--- config.mk ---
export PLATFORM = sky130hd
export DESIGN_NAME = sym_unfold_pipe
export DESIGN_NICKNAME = d
export VERILOG_FILES = /design/src/rtl/sym_unfold_pipe.sv
export SDC_FILE = /design/constraint.sdc
export NUM_CORES = 1
export LEC_CHECK = 0
export BUFFER_PORTS_ARGS = -buffer_cell sky130_fd_sc_hd__buf_2
export CAP_MARGIN = 20
export CORE_ASPECT_RATIO = 0.7
export CORE_MARGIN = 2
export CORE_UTILIZATION = 40
export CTS_CLUSTER_SIZE = 20
export DETAILED_ROUTE_END_ITERATION = 12
export GPL_ROUTABILITY_DRIVEN = 0
export GPL_TIMING_DRIVEN = 0
export MAX_ROUTING_LAYER = met4
export PLACE_DENSITY = 0.58
export REMOVE_ABC_BUFFERS = 1
export SKIP_CTS_REPAIR_TIMING = 1
export SLEW_MARGIN = 20
export SYNTH_ARGS = -nofsm -noshare
export SYNTH_HDL_FRONTEND = slang
export SYNTH_SLANG_ARGS = --single-unit
--- constraint.sdc ---
create_clock -name clk -period 7.2 [get_ports clk]
set_clock_uncertainty 0.15 [all_clocks]
set_input_delay 1.44 -clock clk [delete_from_list [all_inputs] [get_ports clk]]
set_output_delay 1.44 -clock clk [all_outputs]
set_load 0.02 [all_outputs]
--- src/rtl/sym_unfold_pipe.sv ---
// Symmetry unfold stage: folds signed lanes to |x| for a half-domain core and
// rebuilds f(x) from the in-order core results using a per-transaction mode.
module sym_unfold_pipe #(
  parameter int M     = 4,
  parameter int N     = 8,
  parameter int LANES = 4,
  parameter int DEPTH = 8,
  localparam int W    = M + N,
  localparam int PW   = $clog2(DEPTH)
) (
  input  logic                 clk,
  input  logic                 rst_n,
  input  logic                 in_valid,
  output logic                 in_ready,
  input  logic [LANES*W-1:0]   in_x,
  input  logic [1:0]           in_mode,
  output logic                 core_x_valid,
  input  logic                 core_x_ready,
  output logic [LANES*W-1:0]   core_x,
  input  logic                 core_y_valid,
  output logic                 core_y_ready,
  input  logic [LANES*W-1:0]   core_y,
  output logic                 out_valid,
  input  logic                 out_ready,
  output logic [LANES*W-1:0]   out_y,
  output logic [PW:0]          inflight,
  output logic                 err
);

  localparam int EW = LANES + LANES*W + 2;
  localparam logic [PW:0] CAP = (PW+1)'(DEPTH);
  localparam logic signed [W-1:0] SMAX = {1'b0, {(W-1){1'b1}}};
  localparam logic signed [W-1:0] SMIN = {1'b1, {(W-1){1'b0}}};
  localparam logic signed [W:0] ONE_X = (W+1)'(1 << N);

  logic [EW-1:0]         mem [DEPTH];
  logic [PW-1:0]         wr_ptr_reg, rd_ptr_reg;
  logic [PW:0]           count_reg;
  logic                  core_x_valid_reg, out_valid_reg, err_reg;
  logic [LANES*W-1:0]    core_x_reg, out_y_reg;
  logic [LANES*W-1:0]    fold_next, y_next;
  logic [LANES-1:0]      sign_next;
  logic [EW-1:0]         head;
  logic [LANES-1:0]      head_sign;
  logic [LANES*W-1:0]    head_x;
  logic [1:0]            head_mode;
  logic                  fifo_empty, push, pop, y_hs;

  assign fifo_empty   = (count_reg == '0);
  assign in_ready     = (count_reg < CAP) && (!core_x_valid_reg || core_x_ready);
  assign push         = in_valid && in_ready;
  assign core_y_ready = !out_valid_reg || out_ready;
  assign y_hs         = core_y_valid && core_y_ready;
  assign pop          = y_hs && !fifo_empty;

  assign head = mem[rd_ptr_reg];
  assign {head_sign, head_x, head_mode} = head;

  generate
    for (genvar gi = 0; gi < LANES; gi++) begin : g_lane
      logic signed [W-1:0] x_in, x_head, f;
      logic signed [W:0]   f_ext, x_ext, wide;

      assign x_in           = in_x[gi*W +: W];
      assign sign_next[gi]  = x_in[W-1];
      // The most negative code has no positive twin, so it folds to the maximum.
      assign fold_next[gi*W +: W] = !x_in[W-1] ? x_in : ((x_in == SMIN) ? SMAX : -x_in);

      assign x_head = head_x[gi*W +: W];
      assign f      = core_y[gi*W +: W];
      assign f_ext  = {f[W-1], f};
      assign x_ext  = {x_head[W-1], x_head};

      always_comb begin
        wide = f_ext;
        if (head_sign[gi]) begin
          case (head_mode)
            2'd1:    wide = ONE_X - f_ext;
            2'd2:    wide = f_ext + x_ext;
            2'd3:    wide = -f_ext;
            default: wide = f_ext;
          endcase
        end
      end

      assign y_next[gi*W +: W] = (wide[W] == wide[W-1]) ? wide[W-1:0] : (wide[W] ? SMIN : SMAX);
    end
  endgenerate

  always_ff @(posedge clk) begin
    if (push) mem[wr_ptr_reg] <= {sign_next, in_x, in_mode};
  end

  always_ff @(posedge clk or negedge rst_n) begin
    if (!rst_n) begin
      wr_ptr_reg       <= '0;
      rd_ptr_reg       <= '0;
      count_reg        <= '0;
      core_x_valid_reg <= 1'b0;
      core_x_reg       <= '0;
      out_valid_reg    <= 1'b0;
      out_y_reg        <= '0;
      err_reg          <= 1'b0;
    end else begin
      if (push) wr_ptr_reg <= wr_ptr_reg + 1'b1;
      if (pop)  rd_ptr_reg <= rd_ptr_reg + 1'b1;
      case ({push, pop})
        2'b10:   count_reg <= count_reg + 1'b1;
        2'b01:   count_reg <= count_reg - 1'b1;
        default: ;
      endcase

      if (push) begin
        core_x_valid_reg <= 1'b1;
        core_x_reg       <= fold_next;
      end else if (core_x_ready) begin
        core_x_valid_reg <= 1'b0;
      end

      if (pop) begin
        out_valid_reg <= 1'b1;
        out_y_reg     <= y_next;
      end else if (out_ready) begin
        out_valid_reg <= 1'b0;
      end

      // A result with nothing outstanding is dropped and flagged until reset.
      if (core_y_valid && fifo_empty) err_reg <= 1'b1;
    end
  end

  assign core_x_valid = core_x_valid_reg;
  assign core_x       = core_x_reg;
  assign out_valid    = out_valid_reg;
  assign out_y        = out_y_reg;
  assign inflight     = count_reg;
  assign err          = err_reg;

endmodule

Word level (Yosys, flattened, before mapping) --
Memories as Yosys holds them, arrays and structs flattened. Index checks and enable logic that the tools add are counted. Widths: inputs -> output; s select.
Word-level totals: register bits 109, bits in latches 0, memory bits (writable) 432, bits in read-only memories 0, input port bits 104, memories kept 1
Operators by class: $add $sub $neg 20, multiply operators 0, divide/modulo/power cells 0, order comparisons 1, equality and inequality tests 13, shift operators 0, muxes and demuxes 31, bitwise gates (word level) 0, reduce and logical (&&, ||, !) cells 14
Memories:
- mem | depth 8, width 54, read ports 1, clocked after memory_dff 0, wr ports 1, RTL line 36 | logic [EW-1:0] mem [DEPTH];
Operator list (count):
- $mux 12 | 16
- $pmux 13 s3 | 4
- $add 12x12->13 | 4
- $mux 13 | 4
- $neg 12->13 | 4
- $sub 10x12->13 const A | 4
- $eq 12x12->1 const B | 4
- $neg 12->12 | 4
- $pmux 4 s2 | 1
- $add 3x1->3 const B | 2
- $eq 2x2->1 const B | 3
- $mux 1 | 6
- $reduce_bool 2->1 | 3
- $logic_and 1x1->1 | 5
- $add 4x1->4 const B | 1
- $eq 1x1->1 | 4
- $eq 2x1->1 const B | 2
- $logic_not 4->1 | 1
- $lt 4x4->1 const B | 1
- $sub 4x1->4 const B | 1
- $logic_not 1->1 | 3
- $logic_or 1x1->1 | 2

Logic depth before layout (Yosys ltp) --
depth after elaboration 6, mapped depth 16, depth with buffers taken out 12

Worst setup path after synthesis --
No wires, ideal clock.
path kind in2reg, start point input port core_x_ready, end point memory mem[2][0] in the netlist's numbering, enable pin, library setup time 0.599 ns, data arrival time 7.799 ns, data required time 6.451 ns, path slack -1.348 ns, cell stages on the path 7, buffers on the path 2, cell sequence inv_1 > a21oi_1 > and2_1 > clkbuf_1 > inv_1 > clkbuf_1 > nor4b_1
Between the ends: longest elaborated chain between the ends 5
RTL lines:
- start, declared | RTL line 18 | input logic core_x_ready,
- $logic_or 1x1->1 | RTL line 50 | assign in_ready = (count_reg < CAP) && (!core_x_valid_reg || core_x_ready);
- $logic_and 1x1->1 | RTL line 50
- via in_ready | RTL line 14 | output logic in_ready,
- $logic_and 1x1->1 | RTL line 51 | assign push = in_valid && in_ready;
- $mux 1 | RTL line 91 | if (push) mem[wr_ptr_reg] <= {sign_next, in_x, in_mode};
- $mux 1 (implied by the code) | RTL line 91
- end, declared | RTL line 36
The timed path passes the listed nets, and every way through them passes these cells.

Worst setup path in the final report --
start point register rd_ptr_reg[0], end point register out_y_reg[4], in the netlist out_y[4]
Between the ends: longest elaborated chain between the ends 6, elaborated cells between the ends (all ways) 10
RTL lines:
- start, declared | RTL line 37 | logic [PW-1:0] wr_ptr_reg, rd_ptr_reg;
- start signal, assigned | RTL line 106 | if (pop) rd_ptr_reg <= rd_ptr_reg + 1'b1;
- $mem_v2 8x54 *
- $add 12x12->13 (tied with other cells) | RTL line 79 | 2'd2: wide = f_ext + x_ext;
- $pmux 13 s3 | RTL line 77 | case (head_mode)
- $mux 13 * | RTL line 76 | if (head_sign[gi]) begin
- $mux 12 or $eq 1x1->1 (tied branches) | RTL line 86 | assign y_next[gi*W +: W] = (wide[W] == wide[W-1]) ? wide[W-1:0] : (wide[W] ? SMIN : SMAX);
- $mux 12 * | RTL line 86
- end signal, assigned | RTL line 122 | out_y_reg <= y_next;
- end, declared | RTL line 40 | logic [LANES*W-1:0] core_x_reg, out_y_reg;
Mark *: on every way between the ends. The rest lies on a longest branch, timed or not. A chain may end at the register's enable or synchronous reset.

==> reports/qor.txt <==
=========================================================================================
Slew at the pin closest to its max-slew limit                                   0.9693 ns
Worst path buffer plus inverter count                                                   4
Post-route clock period utilization                                                0.8246
Required time at the worst-slack endpoint                                         7.53 ns
Cell Count, Final, Fillers Out                                                       2818
Residual DRC                                                                            0
Placed instance count                                                                2715
Path type of the worst setup path                                            flip-flop to flip-flop
Data arrival time of the worst path                                               6.26 ns
Most numerous cell on the critical path                                      sky130_fd_sc_hd__a221oi_1
Iteration-0 DRC Markers                                                              1235
Primary flip-flop cell chosen by synthesis mapping                           sky130_fd_sc_hd__edfxtp_1
Max-cap violations                                                                      0
Residual overflow from global routing                                                   0
CTS tree                                                                              yes
Hold Path Origin                                                               core_x[18]
Cell family with the largest share of critical-path delay                    compound AO/OA/AOI/OAI gates
Switching fraction of total power                                                  0.3853
Width of the die                                                             296.7 microns
Clk_lat worst skew                                                                0.59 ns
Depth of the most critical reg-to-reg path                                             16
Sequence of cells on the critical path                                       buf_16, buf_16, buf_12, mux4_2, mux2_2, ha_1, fa_1, a21o_1, a221oi_1, o21ai_0, a311oi_1, o21ai_1, a221oi_1, clkdlybuf4s18_2, a221oi_1, o22a_1
Ranking of synthesized cells by area                                         sky130_fd_sc_hd__edfxtp_1 (50%), sky130_fd_sc_hd__dfrtp_1 (11%), sky130_fd_sc_hd__mux4_2 (9.2%), sky130_fd_sc_hd__ha_1 (3.2%), sky130_fd_sc_hd__mux2_2 (2.2%)
Worst hold path cell count                                                              1
Number of buffers created by CTS                                                       52
Worst setup slack before clock tree synthesis                                    1.217 ns
Critical path startpoint                                                     rd_ptr_reg[0]
Largest fanout on the critical path                                                    29
Slowest cell on the critical path                                            sky130_fd_sc_hd__dfrtp_4
Full die area                                                                 61970 sq um
Worst path max stage delay                                                        0.76 ns
Max_slew headroom                                                                  0.3514
Portion of total power attributed to the clock network                              0.211
Final max-slew violation count                                                          0
Area of combinational cells with multiple inputs                               8880 sq um
Setup slack, reg-to-reg                                                           1.26 ns
Overall global routing resource usage                                              0.2071
Largest net degree at the start of global routing                                      71
Number of H-tree levels                                                                 2
Endpoint type of the worst setup path                                           flip-flop
Proportion of register bits with asynchronous set or reset after synthesis         0.2141
Area occupied by registers                                                    14750 sq um
Global-route wire length before repair                                           94.69 mm
Lkg Pwr                                                                          10.35 nW
Maximum ir drop on the vdd rail                                               0.0001904 V
Setup tns final                                                                      0 ns
Power per cell area                                                          441.2 nW/um^2
Internal power of the cells                                                      7.720 mW
Seq/Total Area, Yosys                                                              0.6145
Final Util                                                                         0.4776
Cell area after placement                                                     26770 sq um
Warnings, synthesis                                                                     0
Maximum frequency from static timing analysis                                   168.4 MHz
Final-report hold violation count                                                       0
Final routed wirelength across all metal layers                                  61.78 mm
Net count of the finished layout                                                     2131
Share of power burned in registers                                                  0.320
Routed WL per cell                                                           21.92 microns
Cells after synthesis                                                                1691
Vias after detailed routing                                                         15567
Run status                                                                      completed
Boundary pin count                                                                    209
Maximum count of clock buffers along a single path                                      3
Clock period minus worst slack                                                   5.937 ns
Power spent charging and discharging nets                                        4.838 mW
Logic gate share of total power                                                     0.469
Startpoint of the most critical register-to-register path                    rd_ptr_reg[0]
Via/cell ratio                                                                      5.524
Mapped Area                                                                   23990 sq um
Initial antenna violation count                                                         7
Total Power                                                                      12.56 mW
CP startpoint kind                                                              flip-flop
Most frequent cells after synthesis                                          sky130_fd_sc_hd__edfxtp_1 (400), sky130_fd_sc_hd__nor2_1 (127), sky130_fd_sc_hd__dfrtp_1 (109)
CTS clk-pin slew, worst paths                                                     0.06 ns
Class of the tightest hold or removal check                                  flip-flop to flip-flop
DRT antenna net count                                                                   0
Post-synthesis sequential element count                                               509
Proportion of layout cells with a drive suffix above 1                             0.2761
Flip-flop count of the largest register after layout                                  400
Syn_area_per_cell                                                             14.18 sq um
Area share of the largest cell type after synthesis                                0.5008
Fillers                                                                              5188
Count of input and output buffers                                                     208
EDFF count, synth                                                                     400
Reg-to-Reg End                                                                   out_y[4]
Number of distinct standard cells referenced by the synthesized netlist                70
Standard cell core area                                                       59590 sq um
Total clock sinks                                                                     509
Most frequent cell after synthesis                                           sky130_fd_sc_hd__edfxtp_1
Number of detailed-route iterations in the first pass                                   5
Post-route cell area                                                          28460 sq um
Hold EP                                                                        core_x[18]
Core Rows                                                                              75
Half-perimeter wire length of the detailed placement result                      43.49 mm
Smallest hold slack                                                             0.3251 ns
Final-report setup violation count                                                      0
Initial Util                                                                       0.4025
Unrepaired setup endpoints after global routing                                        no
Clock tree root driver cell                                                  sky130_fd_sc_hd__clkbuf_16
Synth-to-layout area growth                                                        18.66%
Y dimension of the die                                                       208.9 microns
Via count of the first global-routing pass                                          15680
Cell taking the most area after synthesis                                    sky130_fd_sc_hd__edfxtp_1
Worst-case setup margin in the final layout                                      1.263 ns
=========================================================================================
cell type report:
type | count | area share
clock inverters | 21 | 0.006374
inverters | 43 | 0.005671
well taps | 808 | 0.03552
clock buffers | 75 | 0.05231
flip-flops and latches | 509 | 0.5182
multi-input cells | 1061 | 0.3120
repair buffers | 294 | 0.06928
diodes | 7 | 0.0006154
layer usage:
metal  vias to the layer above  GRT usage  routed length, microns
li1                       7202          -                       -
met1                      7810     0.2882                   28200
met2                       483     0.3157                   28440
met3                        72    0.04095                    4208
met4                         0    0.04702                     931
met5                         -          -                       0
power by group through the flow:
| stage | Clock (mW) | Combinational, mW | Sequential (mW) |
|---|---|---|---|
| finish | 2.65 | 5.88 | 4.02 |
| global route | 2.84 | 6.45 | 4.09 |
| CTS | 2.72 | 5.91 | 4.03 |
| detailed placement | 0 | 5.88 | 4.09 |
| global placement | 0 | 5.48 | 4.39 |
| floorplan | 0 | 3.65 | 4.51 |
logic make-up (layout without fill, tap and decap cells):
group / Yosys count / in the layout / synth area share
xor gates and xnor gates: 75 / 75 / 0.02739
and+or+nand+nor: 380 / 380 / 0.07464
muxes: 160 / 160 / 0.1205
buffers and inverters: 121 / 433 / 0.01961
AOI/OAI and AO/OA: 375 / 375 / 0.1053
DFF: 509 / 509 / 0.6145
adders and majority gates: 71 / 71 / 0.03813
other: 0 / 7 / 0
how the worst max path moves through the flow:
stage                            to  slack, ns  depth (start not counted)
after global placement    mem[2][2]     -10.41                          6
after CTS                  out_y[4]       1.21                         16
after global routing       out_y[4]       0.80                         16
final                      out_y[4]       1.26                         16
after floorplan           mem[4][0]      -2.27                          5
after detailed placement   out_y[4]       1.22                         16
layout by cell type (no fill, tap or decap), types with 9 or more instances in the layout:
master,Yosys,layout
sky130_fd_sc_hd__nand3_1,17,17
sky130_fd_sc_hd__nor3_1,31,29
sky130_fd_sc_hd__edfxtp_1,400,400
sky130_fd_sc_hd__a21oi_1,89,89
sky130_fd_sc_hd__nand2b_1,10,10
sky130_fd_sc_hd__nand2_1,108,107
sky130_fd_sc_hd__o22ai_1,15,15
sky130_fd_sc_hd__xnor2_1,34,34
sky130_fd_sc_hd__buf_16,0,11
sky130_fd_sc_hd__a31oi_1,12,12
sky130_fd_sc_hd__a211oi_1,19,19
sky130_fd_sc_hd__buf_4,1,31
sky130_fd_sc_hd__o31ai_1,15,15
sky130_fd_sc_hd__xor2_1,41,41
sky130_fd_sc_hd__mux4_2,98,98
sky130_fd_sc_hd__or3_1,18,18
sky130_fd_sc_hd__buf_2,10,232
sky130_fd_sc_hd__mux2_2,46,46
sky130_fd_sc_hd__clkbuf_16,0,53
sky130_fd_sc_hd__inv_1,39,37
sky130_fd_sc_hd__nor2b_1,9,9
sky130_fd_sc_hd__ha_1,61,61
sky130_fd_sc_hd__o22a_1,43,43
sky130_fd_sc_hd__buf_6,0,12
sky130_fd_sc_hd__mux2i_1,15,14
sky130_fd_sc_hd__o21ai_1,24,23
sky130_fd_sc_hd__nor2_1,127,124
sky130_fd_sc_hd__a21o_1,27,27
sky130_fd_sc_hd__a22oi_1,14,14
sky130_fd_sc_hd__clkbuf_1,56,14
sky130_fd_sc_hd__dfrtp_1,109,106
sky130_fd_sc_hd__o21ai_0,48,48
worst reg2reg max path: cells and delay by family (launching register included):
kind | cells | cell delay (ns)
adder cells (fa/ha/maj) | 2 | 0.63
multiplexers | 2 | 0.81
flip-flops | 1 | 0.76
buffers and inverters | 4 | 1.28
AO/OA/AOI/OAI | 8 | 2.21
(Power assumes the default switching activity.)
